## src/rtl/fir61_out_requant.sv

```systemverilog
// Output stage for the 61-tap DA FIR core. It realigns the sample strobe with the core's
// latency, rounds and saturates each result to OUT_W bits, and queues it behind valid/ready.
module fir61_out_requant #(
    parameter int IN_W    = 30,
    parameter int OUT_W   = 16,
    parameter int SHIFT   = 12,
    parameter int LATENCY = 9,
    parameter int DEPTH   = 16,
    parameter int CNT_W   = 16,
    localparam int AW     = $clog2(DEPTH)
) (
    input  logic                    clk,
    input  logic                    rst_n,
    input  logic                    in_valid,
    input  logic signed [IN_W-1:0]  filter_out,
    output logic signed [OUT_W-1:0] out_data,
    output logic                    out_valid,
    input  logic                    out_ready,
    output logic [AW:0]             fifo_level,
    output logic                    ovf,
    output logic [CNT_W-1:0]        sat_cnt,
    input  logic                    clr
);

    localparam logic signed [IN_W:0] HALF  = (IN_W + 1)'(1) << (SHIFT - 1);
    localparam logic signed [IN_W:0] MAX_R = (IN_W + 1)'((1 << (OUT_W - 1)) - 1);
    localparam logic signed [IN_W:0] MIN_R = -MAX_R - (IN_W + 1)'(1);
    localparam logic [AW:0]          FULL  = (AW + 1)'(DEPTH);

    // filter_out is updated on edge k+LATENCY, so it is sampled one edge later;
    // the extra flop lines the strobe up with that sampling edge.
    logic [LATENCY:0] vdl;
    logic             v_al;

    logic signed [IN_W:0]      t_sum;
    logic signed [IN_W:0]      r_shift;
    logic signed [OUT_W-1:0]   q_next;
    logic                      sat_next;

    logic                      rq_valid;
    logic signed [OUT_W-1:0]   rq_data;
    logic                      rq_sat;

    logic signed [OUT_W-1:0]   mem [DEPTH];
    logic [AW-1:0]             wr_ptr;
    logic [AW-1:0]             rd_ptr;
    logic [AW:0]               level;
    logic                      pop;
    logic                      push_ok;

    assign v_al = vdl[LATENCY];

    always_ff @(posedge clk or negedge rst_n) begin
        if (!rst_n) begin
            vdl <= '0;
        end else begin
            vdl <= {vdl[LATENCY-1:0], in_valid};
        end
    end

    always_comb begin
        t_sum    = {filter_out[IN_W-1], filter_out} + HALF;
        r_shift  = t_sum >>> SHIFT;
        q_next   = r_shift[OUT_W-1:0];
        sat_next = 1'b0;
        if (r_shift > MAX_R) begin
            q_next   = MAX_R[OUT_W-1:0];
            sat_next = 1'b1;
        end else if (r_shift < MIN_R) begin
            q_next   = MIN_R[OUT_W-1:0];
            sat_next = 1'b1;
        end
    end

    always_ff @(posedge clk or negedge rst_n) begin
        if (!rst_n) begin
            rq_valid <= 1'b0;
            rq_data  <= '0;
            rq_sat   <= 1'b0;
        end else begin
            rq_valid <= v_al;
            if (v_al) begin
                rq_data <= q_next;
                rq_sat  <= sat_next;
            end
        end
    end

    // A full FIFO still takes a push when the head leaves on the same edge.
    assign pop     = out_valid && out_ready;
    assign push_ok = rq_valid && ((level != FULL) || pop);

    always_ff @(posedge clk) begin
        if (push_ok) begin
            mem[wr_ptr] <= rq_data;
        end
    end

    always_ff @(posedge clk or negedge rst_n) begin
        if (!rst_n) begin
            wr_ptr <= '0;
            rd_ptr <= '0;
            level  <= '0;
        end else begin
            if (push_ok) begin
                wr_ptr <= wr_ptr + 1'b1;
            end
            if (pop) begin
                rd_ptr <= rd_ptr + 1'b1;
            end
            case ({push_ok, pop})
                2'b10:   level <= level + 1'b1;
                2'b01:   level <= level - 1'b1;
                default: level <= level;
            endcase
        end
    end

    always_ff @(posedge clk or negedge rst_n) begin
        if (!rst_n) begin
            ovf     <= 1'b0;
            sat_cnt <= '0;
        end else if (clr) begin
            ovf     <= 1'b0;
            sat_cnt <= '0;
        end else begin
            if (rq_valid && !push_ok) begin
                ovf <= 1'b1;
            end
            if (rq_valid && rq_sat && (sat_cnt != {CNT_W{1'b1}})) begin
                sat_cnt <= sat_cnt + 1'b1;
            end
        end
    end

    assign out_valid  = (level != '0);
    assign out_data   = out_valid ? mem[rd_ptr] : '0;
    assign fifo_level = level;

endmodule

```

## config.mk

```make
export PLATFORM = sky130hd
export DESIGN_NAME = fir61_out_requant
export DESIGN_NICKNAME = d
export VERILOG_FILES = /design/src/rtl/fir61_out_requant.sv
export SDC_FILE = /design/constraint.sdc
export NUM_CORES = 1
export LEC_CHECK = 0
export ABC_AREA = 1
export BUFFER_PORTS_ARGS = -buffer_cell sky130_fd_sc_hd__buf_4
export CORE_ASPECT_RATIO = 1.5
export CORE_UTILIZATION = 60
export CTS_CLUSTER_SIZE = 30
export DETAILED_ROUTE_END_ITERATION = 8
export GPL_TIMING_DRIVEN = 0
export PLACE_DENSITY = 0.76
export SKIP_CTS_REPAIR_TIMING = 1
export SLEW_MARGIN = 20
export SYNTH_ARGS = -nofsm -noshare
export SYNTH_HDL_FRONTEND = slang
export SYNTH_SLANG_ARGS = --single-unit
```

## constraint.sdc

```tcl
create_clock -name clk -period 3.35 [get_ports clk]
set_clock_uncertainty 0.15 [all_clocks]
set_input_delay 0.1675 -clock clk [delete_from_list [all_inputs] [get_ports clk]]
set_output_delay 0.1675 -clock clk [all_outputs]
set_load 0.1 [all_outputs]
```

-- Yosys cells after proc, flatten, opt, wreduce, memory -nomap -nowiden
Memories as Yosys holds them, arrays and structs flattened.
Cells that the tools add are included.
- bits in registers: 58
- memory bits (writable): 256
- input bits: 35
- logic and storage cells: 45
- memories: 1
- memory list (memory ; words ; bits a word ; rd ports ; clocked after Yosys merged registers in ; write ports ; RTL line ; RTL):
    mem ; 16 ; 16 ; 1 ; 0 ; 1 ; 44 ; logic signed [OUT_W-1:0] mem [DEPTH];
- $add $sub $neg: 6
- order comparisons: 2
- eq/ne operators: 4
- mux-type cells: 12
- reductions and logical operators: 11
- operators by type and width (operator ; number):
    $mux 16 ; 5
    $add 30x13->31 const B ; 1
    $gt 19x16->1 const B ; 1
    $lt 19x16->1 const B ; 1
    $add 16x1->16 const B ; 1
    $ne 16x16->1 const B ; 1
    $pmux 5 s2 ; 1
    $add 4x1->4 const B ; 2
    $mux 1 ; 6
    $reduce_bool 2->1 ; 3
    $add 5x1->5 const B ; 1
    $logic_and 1x1->1 ; 5
    $ne 5x5->1 const B ; 1
    $reduce_bool 5->1 ; 1
    $sub 5x1->5 const B ; 1
    $eq 2x1->1 const B ; 1
    $eq 2x2->1 const B ; 1
    $logic_not 1->1 ; 1
    $logic_or 1x1->1 ; 1

-- Logic depth before layout (Yosys ltp)
Gate-level depths: netlist of the first run.
- depth after elaboration: 8
- gate-level depth with buffers: 17
- gate-level depth less buffers: 17

-- Worst setup path before layout of the first run
No wires, ideal clock.
- path type: register to output
- start point: register level[0], in the netlist fifo_level[0]
- end point: output out_data[10]
- arrival time: 3.984 ns
- data required time: 3.032 ns
- setup slack: -0.952 ns
- cell stages (with the launch flop): 8
- buffers on the path: 1
- cells stage by stage: dfrtp_1 -> inv_1 -> nand3_1 -> inv_1 -> nand2_1 -> inv_1 -> clkbuf_1 -> a21oi_1
- word-level cells in the longest chain between the ends: 2
- RTL lines (what ; RTL line ; RTL):
    start: declaration ; 47 ; logic [AW:0] level;
    start signal: assignment ; 112 ; 2'b10: level <= level + 1'b1;
    start signal: assignment ; 113 ; 2'b01: level <= level - 1'b1;
    start signal: assignment ; 114 ; default: level <= level;
    $reduce_bool 5->1 ; 136 ; assign out_valid = (level != '0);
    net out_valid ; 17 ; output logic out_valid,
    $mux 16 ; 137 ; assign out_data = out_valid ? mem[rd_ptr] : '0;
    end: declaration ; 16 ; output logic signed [OUT_W-1:0] out_data,
The timed path passes the listed nets, and every way through them passes these cells.

-- Worst setup path in the final report of the first run
- start point: register rd_ptr[0]
- end point: output out_data[11]
- word-level cells in the longest chain between the ends: 2
- RTL lines (what ; RTL line ; RTL):
    start: declaration ; 46 ; logic [AW-1:0] rd_ptr;
    start signal: assignment ; 109 ; rd_ptr <= rd_ptr + 1'b1;
    $mem_v2 16x16 ; n/a ;
    $mux 16 ; 137 ;
Every way passes these cells.

==> results of run 1 <==
flip-flops by register name, indices dropped and copies added, names as in the netlist:
signal      flops
fifo_level      5
rd_ptr          4
sat_cnt        16
wr_ptr          4
ovf             1
vdl            10
rq_data        16
mem           256
rq_valid        1
rq_sat          1
stage by stage:
stage	util [%]	total power, W	instance area [µm²]	hold slack, ns	setup slack [ns]
after CTS	71.39	0.01424	15150	-0.4451	-0.1768
after floorplan	-	0.009369	13270	-0.2781	0.01434
after detailed placement	67.39	0.01125	14300	0.1189	0.4125
after global placement	66.27	0.01106	14070	0.1216	0.2851
final	72.58	0.01439	15410	0.01127	0.03913
after global routing	72.58	0.01489	15410	0.04307	-0.003615
worst max-delay path: stages (launching register included):
cell,delay (ns)
dfrtp_2,0.50
inv_1,0.11
buf_2,0.24
clkbuf_1,0.44
nor2_1,0.10
o221ai_1,0.36
nand3_1,0.20
a21oi_4,0.19
buf_4,0.32
Yosys cell counts (2+ instances only):
library cell,count,area (µm²)
buf_2,10,50.05
buf_1,3,11.26
nand3_1,40,200.2
o31ai_1,2,15.01
inv_1,43,161.4
o21ai_1,3,15.01
nand2_4,2,22.52
xnor2_1,6,52.55
nor2_1,223,837.1
nand2_1,94,352.8
nor3_1,8,40.04
nand2_2,8,50.05
o22ai_1,22,137.6
dfrtp_1,58,1451
inv_2,3,11.26
nor2_4,3,33.78
clkbuf_1,42,157.7
xor2_1,21,183.9
o221ai_1,42,367.9
a21oi_1,31,155.2
nand4_1,7,43.79
a21oi_2,10,87.58
o21ai_0,149,745.7
ha_1,10,125.1
edfxtp_1,256,7687
nor2_2,6,37.54
layout make-up:
class	count	share of cell area (%)
flip-flops and latches	314	59.35
multi-input cells	693	24.35
plain buffers	58	1.770
clock buffers	35	4.710
inverters	46	1.121
repair buffers	99	5.725
clock inverters	14	0.8040
well taps	268	2.176
power by group through the flow:
| stage | logic (W) | registers [W] | clock network (W) |
|---|---|---|---|
| 5_1_grt | 0.00663 | 0.00508 | 0.00318 |
| 2_1_floorplan | 0.00413 | 0.00524 | 0 |
| 3_3_place_gp | 0.00595 | 0.00511 | 0 |
| 6_report | 0.00633 | 0.00504 | 0.00302 |
| 4_1_cts | 0.00617 | 0.00503 | 0.00303 |
| 3_5_place_dp | 0.00614 | 0.00511 | 0 |
cells by family (layout without fill, tap and decap cells):
kind of cell	Yosys count	count (layout)	share of synthesized area, %
and+or+nand+nor	393	393	12.45
DFF	314	314	69.63
AOI/OAI and AO/OA	262	262	11.77
buffers and inverters	104	252	3.241
xor gates and xnor gates	27	27	1.802
adders and majority gates	11	11	1.106
layer usage:
layer | part of all wire (%) | up-vias | global-route usage (%)
li1 | - | 4237 | -
met1 | 34 | 4440 | 36.79
met2 | 52 | 491 | 54.72
met3 | 8.0 | 106 | 4.073
met4 | 5.2 | 0 | 16.05
met5 | 0 | - | 0
path summary, 6_finish.rpt:
path / startpoint / end / slack [ns] / cells past startpoint
worst min-delay path: filter_out[11] / rq_data[2]$_DFFE_PN0P_ / 0.01 / 5
worst max register to register: fifo_level[0]$_DFFE_PN0P_ / fifo_level[4]$_DFFE_PN0P_ / 0.65 / 17
min in group asynchronous: rst_n / sat_cnt[11]$_DFFE_PN0P_ / 0.08 / 2
max in group asynchronous: rst_n / fifo_level[1]$_DFFE_PN0P_ / 2.45 / 2
worst max-delay path: rd_ptr[0]$_DFFE_PN0P_ / out_data[11] / 0.04 / 8
worst min register to register: vdl[5]$_DFF_PN0_ / vdl[6]$_DFF_PN0_ / 0.20 / 0
==> flow_summary.toml, run 1 <==
[run_status]
run_status = "finished, final reports clean"

[cells_and_area]
multi_input_area_um2 = 3751
fillCellCount = 1429
drive_gt1_share_pct = 17.47
final_cells = 1527
final_cell_mix = "edfxtp_1 (256), nor2_1 (207), o21ai_0 (147)"
layout_commonest_cell = "edfxtp_1"
n_antenna_cell = 0
final_nets = 1285
regArea_um2 = 9144
area_growth_pct = 17.39

[power_and_ir_drop]
p_leak_nw = 5.484
power.internal_w = 0.007968
clkPwrFrac_pct = 21.0
ir_drop_mv = 0.9749
p_comb_share_pct = 44.0
swShare_pct = 44.63
p_sw_w = 0.006423
cellPowerDensity_nw_per_um2 = 934.0
share_seq_of_total_power_pct = 35.1

[clock_tree]
clk_pin_slew_worst_paths_ns = 0.06
cts_sinks = 314
numCtsBuffers = 27
clk_latency_ns = 0.54
cts_htree_levels = 1
cts_buffer_depth = 3
clock-root-buffer = "clkbuf_16"
cts_tree = "done"

[synthesis]
synthFlopType = "edfxtp_1"
syn_inst = 1111
synth-edff-count = 256
synth_area_um2 = 13130
synth_cell_types = 35
ys.warnings.count = 0
syn_nets = 1157
seq_area_frac_synth_pct = 69.63
async_reset_ff_share_pct = 18.47
synth.avg_cell_area_um2 = 11.81
ys_ff_latch = 314

[route]
drtIter0Drc = 1073
antenna_left = 0
drt_pass1_iterations = 6
viasPerCell = 6.073
remaining_drc_errors = 0
vias = 9274
totalWireLength_um = 33700
avgRoutedWirePerCell_um = 22.07

[critical_path]
crit_path_start_kind = "register"
crit_arrival_ns = 2.99
path_class = "reg2out"
crit_required_ns = 3.03
end_kind = "output pin"
path_max_fanout = 10

[placed_design]
placed_cells = 1457
numPortBuffers = 62
hpwl_um = 22800
gp_congestion = 0.8949

[flow_run]
max_cap_viol_count = 0

[sta]
fin_crit_sh_pct = 98.83
finalSetupViolations = 0
max_freq_mhz = 302.0
drv_slew = 0
relSlewSlack_pct = 45.01
final_hold_viol_count = 0
worst-slew-pin-transition_ns = 0.8248
min_period_ns = 3.311
fin_tns_setup_ns = 0

[global_route]
grt_overflow = 0
grt_pass1_vias = 9044
grt_pass1_wl_um = 50630
antenna_found_initial = 0
track_usage_pct = 31.08
grt_max_degree = 59

[die]
die_y_um = 183.1
ios = 74
core_area_um2 = 21230
die_w_um = 122.8
start_util_pct = 61.83
dieArea_um2 = 22480
placementRows = 65

[worst_hold_path]
holdCritPathClass = "in2reg"
(Power assumes the default switching activity.)
==> run 2: changes to the inputs <==
- MAX_ROUTING_LAYER: not set -> met4
==> flow_summary.toml, run 2 (synthesized netlist as in run 1, its figures left out) <==
[run_status]
run_status = "finished, final reports clean"

[critical_path]
crit_arrival_ns = 3.03
crit_path_start_kind = "register"
worst-path-buf-inv = 4
slowest_delay_ns = 0.49
end_kind = "output pin"
slowest_stage = "dfrtp_2"
cp_top_family = "buffers and inverters"
cp_cell_sequence = "inv_1 -> buf_2 -> clkbuf_1 -> nor2_1 -> o221ai_1 -> nand3_1 -> a21oi_4 -> buf_4"
path_class = "reg2out"
crit_required_ns = 3.03
path_max_fanout = 10
r2r_start = "fifo_level[0]$_DFFE_PN0P_"
crit_start = "rd_ptr[0]$_DFFE_PN0P_"

[global_route]
track_usage_pct = 32.04
antenna_found_initial = 0
grt_overflow = 0
grt_pass1_wl_um = 50630
grt_max_degree = 59
grt_pass1_vias = 9006

[die]
die_y_um = 183.1
ios = 74
dieArea_um2 = 22480
placementRows = 65
core_area_um2 = 21230
start_util_pct = 61.83
die_w_um = 122.8

[cells_and_area]
top_regs = "mem: 256 flops, rq_data: 16 flops, sat_cnt: 16 flops"
regMostFlops = "mem"
final_cells = 1527
drive_gt1_share_pct = 17.47
final_nets = 1285
largest_reg_flops = 256
final_cell_mix = "edfxtp_1 (256), nor2_1 (207), o21ai_0 (147)"
n_antenna_cell = 0
area_growth_pct = 17.39
layout_commonest_cell = "edfxtp_1"

[sta]
fin_crit_sh_pct = 99.93
relSlewSlack_pct = 44.82
worst-slew-pin-transition_ns = 0.8277
finalSetupViolations = 0
max_freq_mhz = 298.7
min_period_ns = 3.348
final_hold_viol_count = 0
drv_slew = 0

[clock_tree]
clk_pin_slew_worst_paths_ns = 0.06
clock-root-buffer = "clkbuf_16"
clk_latency_ns = 0.54
cts_htree_levels = 1
cts_buffer_depth = 3
numCtsBuffers = 27
cts_sinks = 314
cts_tree = "done"

[flow_run]
max_cap_viol_count = 0

[power_and_ir_drop]
power_w = 0.01440
p_sw_w = 0.006428
swShare_pct = 44.65
p_comb_share_pct = 44.0
power.internal_w = 0.007968
share_seq_of_total_power_pct = 35.0
p_leak_nw = 5.484
ir_drop_mv = 0.9751
clkPwrFrac_pct = 21.0
cellPowerDensity_nw_per_um2 = 934.3

[placed_design]
hpwl_um = 22800
placed_cells = 1457
numPortBuffers = 62
gp_congestion = 0.9101

[worst_hold_path]
min-delay-start = "filter_out[11]"
holdCritPathClass = "in2reg"

[route]
drtIter0Drc = 981
viasPerCell = 6.067
antenna_left = 0
remaining_drc_errors = 0
avgRoutedWirePerCell_um = 22.04
drt_pass1_iterations = 5
vias = 9265
totalWireLength_um = 33660
-- run 2: cell counts in the layout (fill, tap and decap cells not counted) --
No cell type changed its count.
-- run 2: worst register-to-register path, cell delays in order, from the launching register on --
cell and delay (ns):
dfrtp_2 0.44, inv_1 0.11, nand3_1 0.11, inv_1 0.08, nand2_2 0.06, nand2_1 0.13
inv_1 0.14, nand2_1 0.17, inv_1 0.11, ha_1 0.35, nand2_1 0.09, nor2_1 0.04
a211oi_1 0.23, nand2_1 0.08, nand2_1 0.07, nand2_1 0.07, xor2_1 0.12, inv_1 0.06
-- run 2: through the flow --
| step | hold WS (ns) | utilization (%) | area [µm²] | setup TNS (ns) | setup WS, ns |
|---|---|---|---|---|---|
| after global routing | 0.04304 | 72.58 | 15410 | -0.004343 | -0.004343 |
| after CTS | -0.4451 | 71.39 | 15150 | -1.253 | -0.1768 |
| after detailed placement | 0.1189 | 67.39 | 14300 | 0 | 0.4125 |
| after global placement | 0.1216 | 66.27 | 14070 | 0 | 0.2851 |
| final | 0.004055 | 72.58 | 15410 | 0 | 0.002466 |
| after floorplan | -0.2781 | - | 13270 | 0 | 0.01434 |
-- run 2: final timing paths --
| check | end | slack (ns) | cells after the start |
|---|---|---|---|
| worst max-delay path | out_data[11] | 0.002 | 8 |
| worst min-delay path | rq_data[2]$_DFFE_PN0P_ | 0.004 | 5 |
| worst max register to register | fifo_level[4]$_DFFE_PN0P_ | 0.64 | 17 |
| worst min register to register | vdl[6]$_DFF_PN0_ | 0.20 | 0 |
| max in group asynchronous | rd_ptr[0]$_DFFE_PN0P_ | 2.45 | 2 |
| min in group asynchronous | sat_cnt[7]$_DFFE_PN0P_ | 0.08 | 2 |
-- run 2: layer usage --
| metal | global-route usage (%) | wire length, µm | up-vias |
|---|---|---|---|
| met5 | - | 0 | - |
| met4 | 16.05 | 1710 | 0 |
| met3 | 4.042 | 2545 | 106 |
| met2 | 54.67 | 17680 | 470 |
| met1 | 36.92 | 11720 | 4456 |
| li1 | - | - | 4233 |
-- run 2: power groups by stage --
stage	clock network, W	logic (W)	registers [W]
2_1_floorplan	0	0.00413	0.00524
3_3_place_gp	0	0.00595	0.00511
3_5_place_dp	0	0.00614	0.00511
4_1_cts	0.00303	0.00617	0.00503
5_1_grt	0.00318	0.00664	0.00508
6_report	0.00302	0.00633	0.00504
-- run 2: layout make-up --
class	instances	area [µm²]
Multi-Input combinational cell	693	3751
Timing Repair Buffer	99	882.1
Clock inverter	14	123.9
Tap cell	268	335.3
Fill cell	1429	5819
Sequential cell	314	9144
Inverter	46	172.7
Clock buffer	35	725.7
Buffer	58	272.8
==> run 3: changes to the inputs <==
- clock period: 3.35 -> 3.4 ns (I/O delays scaled with it)
==> flow_summary.toml, run 3 (synthesized netlist as in run 1, its figures left out) <==
[run_status]
run_status = "finished, final reports clean"

[global_route]
track_usage_pct = 32.57
antenna_found_initial = 0
grt_pass1_wl_um = 51090
grt_pass1_vias = 9148
grt_overflow = 0
grt_max_degree = 59

[clock_tree]
cts_htree_levels = 1
cts_buffer_depth = 3
clk_pin_slew_worst_paths_ns = 0.07
cts_sinks = 314
numCtsBuffers = 26
clk_latency_ns = 0.54
clock-root-buffer = "clkbuf_16"
cts_tree = "done"

[critical_path]
crit_required_ns = 3.08
path_class = "reg2out"
path_max_fanout = 10
crit_arrival_ns = 3.02
end_kind = "output pin"
r2r_slack_ns = 0.68
crit_path_start_kind = "register"

[sta]
rsz0062_at_grt = "false"
relSlewSlack_pct = 44.95
worst-slew-pin-transition_ns = 0.8258
min_period_ns = 3.338
finalSetupViolations = 0
fin_crit_sh_pct = 98.18
max_freq_mhz = 299.6
whs_ns = 0.01275
fin_tns_setup_ns = 0
final_hold_viol_count = 0
drv_slew = 0

[cells_and_area]
layout_commonest_cell = "edfxtp_1"
n_antenna_cell = 0
final_nets = 1283
final_cell_area_um2 = 15410
top_regs = "mem: 256 flops, rq_data: 16 flops, sat_cnt: 16 flops"
largest_reg_flops = 256
fin_util_pct = 72.61
final_cell_mix = "edfxtp_1 (256), nor2_1 (207), o21ai_0 (147)"
regMostFlops = "mem"
area_growth_pct = 17.44
drive_gt1_share_pct = 17.10
fillCellCount = 1401

[power_and_ir_drop]
p_leak_nw = 5.483
ir_drop_mv = 0.7787
cellPowerDensity_nw_per_um2 = 927.2
power_w = 0.01429

[die]
dieArea_um2 = 22480
start_util_pct = 61.83
placementRows = 65
die_y_um = 183.1
ios = 74
die_w_um = 122.8
core_area_um2 = 21230

[placed_design]
hpwl_um = 22840
numPortBuffers = 62
placed_area_um2 = 14310
gp_congestion = 0.9072

[route]
totalWireLength_um = 34450
drt_pass1_iterations = 7
antenna_left = 0
vias = 9453
remaining_drc_errors = 0
avgRoutedWirePerCell_um = 22.59
drtIter0Drc = 1158
viasPerCell = 6.199

[worst_hold_path]
holdCritPathClass = "in2reg"

[flow_run]
max_cap_viol_count = 0
[run 3: cell types whose count changed in the layout (fill, tap and decap cells not counted), moves of 2 or more]
cell and delta:
clkbuf_1 +5, clkinv_2 -4, clkbuf_16 +2, clkinv_1 -2
[run 3: final timing paths]
| kind | start | endpoint | depth (start not counted) |
|---|---|---|---|
| max | rd_ptr[1]$_DFFE_PN0P_ | out_data[13] | 8 |
| min | filter_out[11] | rq_data[2]$_DFFE_PN0P_ | 5 |
| max reg2reg | fifo_level[1]$_DFFE_PN0P_ | fifo_level[4]$_DFFE_PN0P_ | 17 |
| min reg2reg | vdl[1]$_DFF_PN0_ | vdl[2]$_DFF_PN0_ | 0 |
| max in group asynchronous | rst_n | fifo_level[0]$_DFFE_PN0P_ | 2 |
| min in group asynchronous | rst_n | sat_cnt[7]$_DFFE_PN0P_ | 2 |
[run 3: per-stage QoR]
step	setup WS, ns	instances
after floorplan	0.01466	1111
after global placement	0.2927	1441
after detailed placement	0.4444	1457
after CTS	-0.1625	1505
after global routing	0.001013	1525
final	0.06187	1525
[run 3: cell type report]
| type | instances | area (µm²) | area share, % |
|---|---|---|---|
| sequential | 314 | 9143 | 59.32 |
| multi-input combinational | 693 | 3751 | 24.34 |
| timing repair buffer | 98 | 875.8 | 5.682 |
| clock buffer | 43 | 808.3 | 5.244 |
| tap | 268 | 335.3 | 2.176 |
| buffer | 58 | 275.3 | 1.786 |
| inverter | 46 | 172.7 | 1.120 |
| clock inverter | 5 | 52.55 | 0.3409 |
[run 3: critical path: stages (launching register included)]
cell,delay (ns)
dfrtp_1,0.44
inv_1,0.09
buf_2,0.28
clkbuf_1,0.48
o21ai_0,0.20
o221ai_1,0.29
nand3_1,0.19
a21oi_4,0.18
buf_4,0.32
[run 3: report_power, final]
| group | switching (W) | internal (W) |
|---|---|---|
| registers | 0.000315 | 0.00466 |
| logic | 0.00476 | 0.00154 |
| clock network | 0.00132 | 0.00170 |
[run 3: layer usage]
| layer | vias up | GRT usage [%] | wire length (µm) |
|---|---|---|---|
| met5 | - | - | 0 |
| met4 | 0 | 17.66 | 1748 |
| met3 | 110 | 3.638 | 2823 |
| met2 | 555 | 55.51 | 18150 |
| met1 | 4556 | 37.31 | 11720 |
| li1 | 4232 | - | - |
